$ cat src/rtl/pipelined_prefix_addsub_pkg.sv
// Shared op encodings and elaboration-time helpers for the pipelined prefix adder/subtractor.
// Pipeline depth is derived here so the top and any wrapper agree on latency.
package pipelined_prefix_addsub_pkg;

  localparam logic [1:0] OP_ADD = 2'b00;
  localparam logic [1:0] OP_ADC = 2'b01;
  localparam logic [1:0] OP_SUB = 2'b10;
  localparam logic [1:0] OP_SBB = 2'b11;

  function automatic int clog2(input int value);
    int r;
    r = 0;
    for (int i = 0; i < 31; i++) begin
      if ((1 << i) < value) r = i + 1;
    end
    return r;
  endfunction

  function automatic int calc_log2w(input int width);
    return clog2(width);
  endfunction

  // Register stages after the operand stage; the last one absorbs any leftover levels.
  function automatic int calc_n_pipe(input int width, input int reg_levels);
    int levels;
    levels = clog2(width);
    return (levels + reg_levels - 1) / reg_levels;
  endfunction

endpackage

$ cat src/rtl/prefix_gp_cell.sv
// Kogge-Stone black cell: combines a (g,p) span with the adjacent lower span.
// Purely combinational.
module prefix_gp_cell (
  input  logic g_hi,
  input  logic p_hi,
  input  logic g_lo,
  input  logic p_lo,
  output logic g,
  output logic p
);

  assign g = g_hi | (p_hi & g_lo);
  assign p = p_hi & p_lo;

endmodule

$ cat src/rtl/pipelined_prefix_addsub.sv
// Pipelined Kogge-Stone add/sub (ADD/ADC/SUB/SBB) with cout/ovf/zero flags and a sideband tag.
// N_PIPE+1 register stages; valid/ready with full backpressure, bubbles collapse behind a stall.
module pipelined_prefix_addsub
  import pipelined_prefix_addsub_pkg::*;
#(
  parameter int WIDTH      = 24,
  parameter int REG_LEVELS = 2,
  parameter int TAG_W      = 4
) (
  input  logic             clk,
  input  logic             rst_n,
  input  logic             in_valid,
  output logic             in_ready,
  input  logic [WIDTH-1:0] a,
  input  logic [WIDTH-1:0] b,
  input  logic             cin,
  input  logic [1:0]       op,
  input  logic [TAG_W-1:0] tag,
  output logic             out_valid,
  input  logic             out_ready,
  output logic [WIDTH-1:0] sum,
  output logic             cout,
  output logic             ovf,
  output logic             zero,
  output logic [TAG_W-1:0] tag_out
);

  localparam int LOG2W  = calc_log2w(WIDTH);
  localparam int N_PIPE = calc_n_pipe(WIDTH, REG_LEVELS);

  // Stages 0..N_PIPE-1 hold prefix state; vld[N_PIPE] is the output register.
  logic [WIDTH-1:0] st_g   [N_PIPE];
  logic [WIDTH-1:0] st_p   [N_PIPE];
  logic [WIDTH-1:0] st_x   [N_PIPE];
  logic             st_c   [N_PIPE];
  logic             st_sub [N_PIPE];
  logic [TAG_W-1:0] st_tag [N_PIPE];
  logic [N_PIPE:0]  vld;
  logic [N_PIPE:0]  adv;

  logic [WIDTH-1:0] nx_g [N_PIPE];
  logic [WIDTH-1:0] nx_p [N_PIPE];

  logic [WIDTH-1:0] b_eff;
  logic             c_eff;

  always_comb begin
    b_eff = b;
    c_eff = 1'b0;
    case (op)
      OP_ADD: c_eff = 1'b0;
      OP_ADC: c_eff = cin;
      OP_SUB: begin
        b_eff = ~b;
        c_eff = 1'b1;
      end
      OP_SBB: begin
        b_eff = ~b;
        c_eff = ~cin;
      end
      default: c_eff = 1'b0;
    endcase
  end

  // A stage may load when it is empty or its contents move on this edge.
  always_comb begin
    adv = '0;
    adv[N_PIPE] = !vld[N_PIPE] || out_ready;
    for (int k = N_PIPE - 1; k >= 0; k--) begin
      adv[k] = !vld[k] || adv[k+1];
    end
  end

  assign in_ready  = adv[0];
  assign out_valid = vld[N_PIPE];

  // Prefix network between stage k and k+1; levels at or beyond LOG2W pass through.
  for (genvar k = 0; k < N_PIPE; k++) begin : g_stage
    for (genvar j = 0; j < REG_LEVELS; j++) begin : g_lvl
      localparam int LV   = k * REG_LEVELS + j;
      localparam int DIST = 1 << LV;
      logic [WIDTH-1:0] gi;
      logic [WIDTH-1:0] pi;
      logic [WIDTH-1:0] go;
      logic [WIDTH-1:0] po;

      if (j == 0) begin : g_src_reg
        assign gi = st_g[k];
        assign pi = st_p[k];
      end else begin : g_src_lvl
        assign gi = g_lvl[j-1].go;
        assign pi = g_lvl[j-1].po;
      end

      for (genvar i = 0; i < WIDTH; i++) begin : g_bit
        if (LV < LOG2W && i >= DIST) begin : g_cell
          prefix_gp_cell u_cell (
            .g_hi(gi[i]),
            .p_hi(pi[i]),
            .g_lo(gi[i-DIST]),
            .p_lo(pi[i-DIST]),
            .g   (go[i]),
            .p   (po[i])
          );
        end else begin : g_pass
          assign go[i] = gi[i];
          assign po[i] = pi[i];
        end
      end
    end

    assign nx_g[k] = g_lvl[REG_LEVELS-1].go;
    assign nx_p[k] = g_lvl[REG_LEVELS-1].po;
  end

  // Group (g,p) over [i:0] plus the carry-in give the carry into each bit.
  logic [WIDTH-1:0] fin_g;
  logic [WIDTH-1:0] fin_p;
  logic             fin_c;
  logic [WIDTH-1:0] carries;
  logic             carry_raw;
  logic [WIDTH-1:0] res_sum;
  logic             res_cout;
  logic             res_ovf;

  assign fin_g     = nx_g[N_PIPE-1];
  assign fin_p     = nx_p[N_PIPE-1];
  assign fin_c     = st_c[N_PIPE-1];
  assign carries   = {fin_g[WIDTH-2:0] | (fin_p[WIDTH-2:0] & {(WIDTH-1){fin_c}}), fin_c};
  assign carry_raw = fin_g[WIDTH-1] | (fin_p[WIDTH-1] & fin_c);
  assign res_sum   = st_x[N_PIPE-1] ^ carries;
  assign res_cout  = carry_raw ^ st_sub[N_PIPE-1];
  assign res_ovf   = carries[WIDTH-1] ^ carry_raw;

  always_ff @(posedge clk or negedge rst_n) begin
    if (!rst_n) begin
      vld     <= '0;
      sum     <= '0;
      cout    <= 1'b0;
      ovf     <= 1'b0;
      zero    <= 1'b0;
      tag_out <= '0;
      for (int k = 0; k < N_PIPE; k++) begin
        st_g[k]   <= '0;
        st_p[k]   <= '0;
        st_x[k]   <= '0;
        st_c[k]   <= 1'b0;
        st_sub[k] <= 1'b0;
        st_tag[k] <= '0;
      end
    end else begin
      if (adv[0]) begin
        vld[0] <= in_valid;
        if (in_valid) begin
          st_g[0]   <= a & b_eff;
          st_p[0]   <= a ^ b_eff;
          st_x[0]   <= a ^ b_eff;
          st_c[0]   <= c_eff;
          st_sub[0] <= op[1];
          st_tag[0] <= tag;
        end
      end
      for (int k = 1; k < N_PIPE; k++) begin
        if (adv[k]) begin
          vld[k] <= vld[k-1];
          if (vld[k-1]) begin
            st_g[k]   <= nx_g[k-1];
            st_p[k]   <= nx_p[k-1];
            st_x[k]   <= st_x[k-1];
            st_c[k]   <= st_c[k-1];
            st_sub[k] <= st_sub[k-1];
            st_tag[k] <= st_tag[k-1];
          end
        end
      end
      // Output fields change only when a new valid result lands, so a stall holds them.
      if (adv[N_PIPE]) begin
        vld[N_PIPE] <= vld[N_PIPE-1];
        if (vld[N_PIPE-1]) begin
          sum     <= res_sum;
          cout    <= res_cout;
          ovf     <= res_ovf;
          zero    <= ~|res_sum;
          tag_out <= st_tag[N_PIPE-1];
        end
      end
    end
  end

endmodule

$ cat config.mk
export PLATFORM = sky130hd
export DESIGN_NAME = pipelined_prefix_addsub
export DESIGN_NICKNAME = d
export VERILOG_FILES = /design/src/rtl/pipelined_prefix_addsub_pkg.sv /design/src/rtl/prefix_gp_cell.sv /design/src/rtl/pipelined_prefix_addsub.sv
export SDC_FILE = /design/constraint.sdc
export NUM_CORES = 1
export LEC_CHECK = 0
export CAP_MARGIN = 20
export CORE_MARGIN = 3
export CORE_UTILIZATION = 60
export DETAILED_ROUTE_END_ITERATION = 8
export DONT_BUFFER_PORTS = 1
export PLACE_DENSITY = 0.79
export SETUP_SLACK_MARGIN = 0.05
export SLEW_MARGIN = 20
export SYNTH_ARGS = -nofsm -noshare
export SYNTH_HDL_FRONTEND = slang
export SYNTH_HIERARCHICAL = 1
export SYNTH_SLANG_ARGS = --single-unit
export TNS_END_PERCENT = 50
$ cat constraint.sdc
create_clock -name clk -period 2.8 [get_ports clk]
set_clock_uncertainty 0.15 [all_clocks]
set_input_delay 0.28 -clock clk [delete_from_list [all_inputs] [get_ports clk]]
set_output_delay 0.28 -clock clk [all_outputs]
set_load 0.02 [all_outputs]
* Word level (Yosys, flattened, before mapping) *
Index checks and enable logic that the tools add are counted.

word-level totals
  register bits after elaboration = 245
  input bits = 59
  output and inout port bits = 33
  word-level logic and storage cells = 325

cells by class
  equality and inequality tests = 3
  multiplexer cells = 2
  bitwise gates (word level) = 278
  reductions and logical operators = 16

operator list
  cell                  number
  $and A1 B1 Y1         179
  $or A1 B1 Y1          90
  $xor A24 B24 Y24      2
  $and A24 B24 Y24      1
  $mux W24              1
  $not A24 Y24          1
  $reduce_or A24 Y1     1
  $and A23 B23 Y23      1
  $or A23 B23 Y23       1
  $reduce_and A2 Y1     4
  $logic_not A1 Y1      5
  $eq A2 B2 Y1 const B  2
  $logic_or A1 B1 Y1    4
  $pmux W1 S4           1
  $eq A2 B1 Y1 const B  1
  $logic_not A2 Y1      1
  $reduce_or A2 Y1      1
  $xor A1 B1 Y1         2
  $not A1 Y1            1

* Logic depth before layout (Yosys ltp) *
Gate-level depths: netlist (run 1).

  word-level depth = 6
  gate-level depth with buffers = 7
  mapped depth without buffers = 6

* By module *
The synthesis (run 1) kept the hierarchy.

modules (own cells, without submodules)
  module                   times used  cells an instance  area each (um2)  sequential area each (um2)
  pipelined_prefix_addsub  1           667                9968.3           6080.8
  prefix_gp_cell           89          2                  15.0             0.0

* Least setup slack after synthesis (run 1) *
Ideal clock, no wire load.

  kind = register to register
  from = register vld[3]
  to = register st_g, in the netlist g_stage[0].g_lvl[0].gi[0]
  library setup time = 125 ps
  data arrival time = 1790 ps
  data required time = 2525 ps
  path slack = 735 ps
  cell stages (with the launch flop) = 6
  path buffers = 1
  period minus slack after synthesis = 2065 ps
  cell sequence = dfrtp_1 > nor2b_1 > nand4_1 > nand2_2 > buf_6 > mux2_2

on the way
  longest elaborated chain between the ends = 6

RTL lines
  what                              RTL line                        RTL
  start: declaration                pipelined_prefix_addsub.sv:38   logic [N_PIPE:0] vld;
  start signal: indexed assignment  pipelined_prefix_addsub.sv:165  vld[k] <= vld[k-1];
  start signal: indexed assignment  pipelined_prefix_addsub.sv:178  vld[N_PIPE] <= vld[N_PIPE-1];
  $logic_not A1 Y1                  pipelined_prefix_addsub.sv:68   adv[N_PIPE] = !vld[N_PIPE] || out_ready;
  $logic_or A1 B1 Y1                pipelined_prefix_addsub.sv:68
  $logic_or A1 B1 Y1 (3 in a row)   pipelined_prefix_addsub.sv:70   adv[k] = !vld[k] || adv[k+1];
  via in_ready                      pipelined_prefix_addsub.sv:13   output logic in_ready,
  $reduce_and A2 Y1 (no line)       -
  end signal: indexed assignment    pipelined_prefix_addsub.sv:167  st_g[k] <= nx_g[k-1];
  end: declaration                  pipelined_prefix_addsub.sv:32   logic [WIDTH-1:0] st_g [N_PIPE];

The timed path passes the listed nets, and every way through them passes these cells.
A chain may end at the register's enable or synchronous reset.

* Worst setup path in the final report (run 1) *
  from = register st_c, in the netlist fin_c
  to = register zero

on the way
  longest elaborated chain between the ends = 5

RTL lines
  what                              RTL line                        RTL
  start: declaration                pipelined_prefix_addsub.sv:35   logic st_c [N_PIPE];
  start signal: indexed assignment  pipelined_prefix_addsub.sv:170  st_c[k] <= st_c[k-1];
  $and A23 B23 Y23                  pipelined_prefix_addsub.sv:129  assign carries = {fin_g[WIDTH-2:0] | (fin_p[WIDTH-2:0] & {(WIDTH-1){fin_c}}), fin_c};
  $or A23 B23 Y23                   pipelined_prefix_addsub.sv:129
  $xor A24 B24 Y24 (*)              pipelined_prefix_addsub.sv:131  assign res_sum = st_x[N_PIPE-1] ^ carries;
  $reduce_or A24 Y1 (*)             pipelined_prefix_addsub.sv:183  zero <= ~|res_sum;
  $logic_not A1 Y1 (*)              pipelined_prefix_addsub.sv:183
  end signal: assignment            pipelined_prefix_addsub.sv:183
  end: declaration                  pipelined_prefix_addsub.sv:24   output logic zero,

Mark *: on every way between the ends. The rest lies on a longest branch, timed or not.

==> reports/metrics.csv, run 1 <==
stage,metric,value,unit
run_status,outcome,"finished, violations left",
run_status,violated checks,negative hold slack,
clock_tree,CTS root buf,clkbuf_16,
power_and_ir_drop,switching power,0.00382,W
sta,Fmax,0.417,GHz
worst_setup_path,CP max FO,27,
finish,FILL cells,1274,
finish,Final #Nets,965,
worst_hold_path,HP Class,primary input to asynchronous set/reset pin,
clock_tree,CTS Buf Count,24,
power_and_ir_drop,PD cells,942,nW/um^2
finish,# diodes,0,
worst_setup_path,CP max stage cell,dfrtp_1,
yosys,Mapped Nets,929,
grt,initial antenna violation count,0,
grt,largest net degree at the start of global routing,244,
power_and_ir_drop,Internal Pwr Total,0.00805,W
power_and_ir_drop,Seq pwr share,50.5,%
sta,fin. max-slew vios,0,
die,die height,143,um
sta,# setup viols final,0,
routing,drt via density,5.78,
clock_tree,worst skew pair latency,0.51,ns
yosys,Synth warnings,6,
routing,initial drt markers,376,
power_and_ir_drop,Leak Pwr,6.16,nW
yosys,post-synth cell types,30,
worst_setup_path,Startpoint Class,register,
power_and_ir_drop,Clk pwr share,25.9,%
worst_setup_path,"setup slack, reg-to-reg",0.40,ns
power_and_ir_drop,Final Power,0.0119,W
worst_setup_path,Crit Reg-Reg Endpoint,zero,
clock_tree,"Reg clk slew, reported paths",0.06,ns
place,Placer Congestion,0.890,
finish,final std cells w/o fill,1125,
sta,Slew HR,38.6,%
worst_setup_path,Arrival @ worst endpoint,2.69,ns
routing,drt total wl,22.6,mm
finish,synthesis-to-finish area growth,11.5,%
die,width of the die,143,um
yosys,"FFs w/ async S/R, synth",100,%
sta,final hold vios,243,
clock_tree,CTS max path bufs,3,
yosys,syn_area_per_cell,13.4,sq um
routing,WL/cell,20.1,um
routing,Routed Antenna Nets,0,
clock_tree,cts-stage hold buffer count,33,
sta,hold_ws,-0.677,ns
sta,Final min period,2.40,ns
place,Placed Cells,1051,
power_and_ir_drop,Max IR drop VDD,0.429,mV
worst_setup_path,critical-path cell list,a21oi_1 -> xor2_1 -> nand4_1 -> nor4_1 -> a32o_1,
die,Starting Density,62.1,%
routing,Vias,6501,
clock_tree,CTS resizes,0,
sta,Worst-Margin Slew,0.921,ns
worst_setup_path,worst r2r src,fin_c,
finish,fraction of layout cells with a size suffix above 1,39.4,%
power_and_ir_drop,Net Sw Frac,32.2,%
finish,FF+latch area,6080,sq um
clock_tree,clk sinks,243,
grt,global-route wire length before repair,37.3,mm
sta,Fin Setup TNS,0,ns
sta,RSZ-0062 raised after global routing,no,
grt,vias in the first global route,6894,
worst_setup_path,Setup CP Type,register to register,
worst_setup_path,crit-path max cell delay,0.95,ns
place,hpwl dp,16.1,mm
power_and_ir_drop,share of total power in combinational logic,23.6,%
die,num ports,92,
clock_tree,H-tree depth,1,
clock_tree,CTS tree,done,
clock_tree,Post-CTS Setup Inserts,0,
yosys,most common flop cell mapped by yosys,dfrtp_1,
die,die area,20500,sq um
yosys,Post-Syn Area,11300,sq um
routing,DR DRC count,0,
yosys,Seq cells post-synth,243,
worst_setup_path,Crit. End Element,register,
grt,GRT Total Usage,22.8,%
die,std cell rows,49,
flow_run,total of max-cap violations,0,
worst_setup_path,worst reg2reg path depth,5,
yosys,sequential area share after synthesis,53.8,%
finish,area of the multi-input gates,5010,sq um
yosys,"EDFF count, synth",0,
sta,final worst-path cycle share,85.7,%
die,Core Region,18200,sq um
grt,Overflow after GRT,0,
routing,DRT Pass-1 Iters,4,
worst_setup_path,"Req. time, crit path",3.09,ns
yosys,Post-Syn Instances,845,
place,Port Buf Inserts,0,
## worst max-delay path by stage
stage                     slack (ns)  startpoint                         to  cells past startpoint
after CTS                       0.34       fin_c                       zero                      5
after global routing            0.20       fin_c                       zero                      5
final                           0.40       fin_c                       zero                      5
after detailed placement        0.35       fin_c                       zero                      5
after global placement          0.51       fin_c                       zero                      5
after floorplan                 0.74      vld[3]  g_stage[0].g_lvl[0].gi[0]                      5
## cells in the mapped netlist, types with 5 or more instances
cell,number,share of area (%)
buf_2,13,0.58
dfrtp_1,243,54
a21o_1,89,5.9
o21ai_0,27,1.2
buf_6,6,0.60
nand2_1,33,1.1
ha_1,25,2.8
and2_2,89,5.9
a21oi_1,19,0.84
buf_4,7,0.46
clkbuf_1,5,0.17
nand2b_1,5,0.28
xor2_1,49,3.8
mux2_2,212,21
## placed cells by master (no fill, tap or decap), drive strengths merged, types with 2 or more instances in the layout
master / n
nand4: 4
nand2b: 5
mux2: 212
clkinv: 2
clkbuf: 38
and2: 89
o21ai: 27
a21oi: 23
a21o: 89
nand3: 2
dlygate4sd3: 33
buf: 10
ha: 25
dfrtp: 243
xor2: 49
nand2: 34
## power groups by stage
| stage | clock network (W) | registers [W] | logic (W) |
|---|---|---|---|
| after CTS | 0.00314 | 0.00600 | 0.00282 |
| after floorplan | 0 | 0.00552 | 0.00233 |
| final | 0.00308 | 0.00600 | 0.00280 |
| after detailed placement | 0 | 0.00606 | 0.00275 |
| after global routing | 0.00329 | 0.00616 | 0.00310 |
| after global placement | 0 | 0.00600 | 0.00263 |
## flip-flops by register name, indices dropped and copies added (netlist names)
| register | flops |
|---|---|
| g_stage.g_lvl.gi | 72 |
| st_x | 70 |
| g_stage.g_lvl.pi | 48 |
| sum | 24 |
| st_tag | 12 |
| tag_out | 4 |
| vld | 4 |
| st_sub | 3 |
| st_c | 2 |
| cout | 1 |
| fin_c | 1 |
| ovf | 1 |
| zero | 1 |
## cell type report
class | count | share of cell area [%]
repair buffers | 43 | 3.71
clock buffers | 38 | 5.90
multi-input cells | 569 | 39.7
clock inverters | 3 | 0.139
well taps | 229 | 2.27
flip-flops and latches | 243 | 48.2
## critical path: cells and delay by family, from the launching register on
family	cells	cell delay, ns
flip-flops	1	0.95
AND/OR/NAND/NOR	2	0.52
XOR/XNOR	1	0.26
AO/OA/AOI/OAI	2	0.46
## cell families after synthesis
family                   Yosys count  share of synthesized area, %
AO/OA/AOI/OAI                    142                          8.50
XOR/XNOR                          49                          3.80
adder cells (fa/ha/maj)           25                          2.77
buffers and inverters             33                          1.97
flip-flops                       243                          53.8
multiplexers                     212                          21.1
AND/OR/NAND/NOR                  141                          8.06
## through the flow
| step | instance area (sq um) | hold WS, ns | worst slack (ns) | utilization (%) |
|---|---|---|---|---|
| floorplan | 11300 | -0.166 | 0.735 | - |
| global placement | 11500 | -0.158 | 0.507 | 63.2 |
| detailed placement | 11500 | -0.159 | 0.353 | 63.2 |
| CTS | 12600 | -0.703 | 0.344 | 69.2 |
| global route | 12600 | -0.710 | 0.195 | 69.2 |
| finish | 12600 | -0.677 | 0.401 | 69.2 |
## metal layers
layer	vias up	routed length [um]	global-route usage (%)
met3	32	1320	4.52
met1	3284	10200	33.0
met4	0	314	3.42
li1	3045	-	-
met5	-	0	0
met2	140	10700	37.0
Power figures use the tool's default switching activity.
==> run 2, diff against run 1 <==
- SKIP_CTS_REPAIR_TIMING: not set -> 1
- clock period: 2.8 -> 2.99 ns (I/O delays scaled with it)
==> run 2 against run 1 <==
Fmax rose by 2.5%. Final cell count is 0.62% higher. Clock power rose by 9.1%. The flow still finishes with violations (negative hold slack). Design area rose by 1.1%. Register-to-register slack better by 0.25 ns. First-iteration DRC count is 0.53% lower. Power decreased by 2.2%. Critical path depth did not move. Clock-buffer cell count shrank 1. Hold slack gained 0.0040 ns. Critical endpoint unchanged.
==> reports/metrics.csv, run 2 (same netlist as run 1, synthesis figures left out) <==
stage,metric,value,unit
sta,Slew HR,36.2,%
power_and_ir_drop,Leak Pwr,6.23,nW
grt,GRT Total Usage,22.1,%
power_and_ir_drop,PD cells,911,nW/um^2
place,Port Buf Inserts,0,
finish,Final #Nets,967,
flow_run,total of max-cap violations,0,
worst_setup_path,Arrival @ worst endpoint,2.64,ns
worst_setup_path,Setup CP Type,register to register,
sta,RSZ-0062 raised after global routing,no,
clock_tree,worst skew pair latency,0.52,ns
worst_setup_path,Startpoint Class,register,
sta,Final WS setup,0.650,ns
finish,"commonest non-fill, non-tap cell in the layout",dfrtp_1,
sta,Final min period,2.34,ns
clock_tree,"Reg clk slew, reported paths",0.06,ns
sta,final worst-path cycle share,78.3,%
place,Setup WS pre-CTS,0.654,ns
routing,Vias,6549,
finish,synthesis-to-finish area growth,12.8,%
worst_setup_path,"Req. time, crit path",3.29,ns
clock_tree,clk sinks,243,
routing,Routed Antenna Nets,0,
routing,drt total wl,22.5,mm
sta,Fin Setup TNS,0,ns
die,Starting Density,62.1,%
routing,DRT Pass-1 Iters,4,
clock_tree,CTS tree,done,
clock_tree,CTS max path bufs,3,
worst_setup_path,CP Launch Point,fin_c,
worst_hold_path,HP Class,primary input to asynchronous set/reset pin,
sta,Fmax,0.427,GHz
routing,drt via density,5.79,
worst_setup_path,"setup slack, reg-to-reg",0.65,ns
routing,initial drt markers,374,
worst_setup_path,CP endpoint,zero,
place,hpwl dp,15.9,mm
grt,vias in the first global route,6881,
routing,DR DRC count,0,
run_status,violated checks,negative hold slack,
finish,FILL cells,1228,
clock_tree,CTS Buf Count,26,
worst_setup_path,Crit Reg-Reg Endpoint,zero,
grt,global-route wire length before repair,36.3,mm
die,Core Region,18200,sq um
sta,Worst-Margin Slew,0.957,ns
routing,WL/cell,19.9,um
die,die height,143,um
clock_tree,H-tree depth,1,
worst_setup_path,CP max FO,27,
finish,# diodes,0,
die,die area,20500,sq um
die,std cell rows,49,
sta,hold_ws,-0.673,ns
finish,"commonest cells after routing, fill and taps aside","dfrtp_1 (243), mux2_2 (212), and2_2 (89), a21o_1 (89), xor2_1 (49)",
worst_setup_path,worst r2r src,fin_c,
run_status,outcome,"finished, violations left",
grt,initial antenna violation count,0,
finish,Final Util,70.0,%
finish,max reg flops,72,
die,num ports,92,
grt,Overflow after GRT,0,
finish,fraction of layout cells with a size suffix above 1,39.9,%
clock_tree,CTS root buf,clkbuf_16,
power_and_ir_drop,Max IR drop VDD,0.444,mV
sta,# setup viols final,0,
worst_setup_path,worst reg2reg path depth,5,
sta,final hold vios,243,
place,Placer Congestion,0.896,
sta,fin. max-slew vios,0,
worst_setup_path,Crit. End Element,register,
die,width of the die,143,um
grt,largest net degree at the start of global routing,244,
==> run 2: critical path: stages, from the launching register on <==
cell     delay [ns]
dfrtp_1        0.97
a21oi_2        0.16
xor2_1         0.27
nand4_1        0.16
nor4_1         0.34
a32o_1         0.21
==> run 2: through the flow <==
step	instance area (sq um)	hold WS, ns	total power, W	instances
2_1_floorplan	11300	-0.147	0.00735	845
3_3_place_gp	11500	-0.139	0.00807	1051
3_5_place_dp	11500	-0.139	0.00826	1051
4_1_cts	12400	-0.686	0.0116	1099
5_1_grt	12700	-0.693	0.0122	1132
6_report	12700	-0.673	0.0116	1132
==> run 2: worst min path at each step <==
stage	endpoint	depth (start not counted)	from	slack [ns]
floorplan	cout	0	rst_n	-0.15
global placement	tag_out[2]	0	rst_n	-0.14
detailed placement	tag_out[2]	0	rst_n	-0.14
CTS	tag_out[2]	0	rst_n	-0.69
global route	tag_out[1]	0	rst_n	-0.69
finish	tag_out[2]	0	rst_n	-0.67
==> run 2: area by class of cell <==
type | instances | area [sq um] | area share, %
tap | 229 | 287 | 2.25
multi-input combinational | 569 | 5010 | 39.3
sequential | 243 | 6080 | 47.7
clock buffer | 37 | 753 | 5.91
clock inverter | 11 | 159 | 1.25
timing repair buffer | 43 | 455 | 3.57
==> run 2: per-layer routing <==
layer | up-vias | part of all wire, % | track usage, %
met1 | 3328 | 45 | 31.8
met3 | 30 | 5.1 | 4.42
met4 | 0 | 1.9 | 4.46
met2 | 135 | 48 | 35.4
met5 | - | 0 | 0
li1 | 3056 | - | -
==> run 2: report_power, final <==
part	internal [W]	leakage [nW]	switching [W]
clock	0.00210	0.453	0.00126
combinational	0.00148	2.78	0.00116
sequential	0.00436	3.00	0.00125
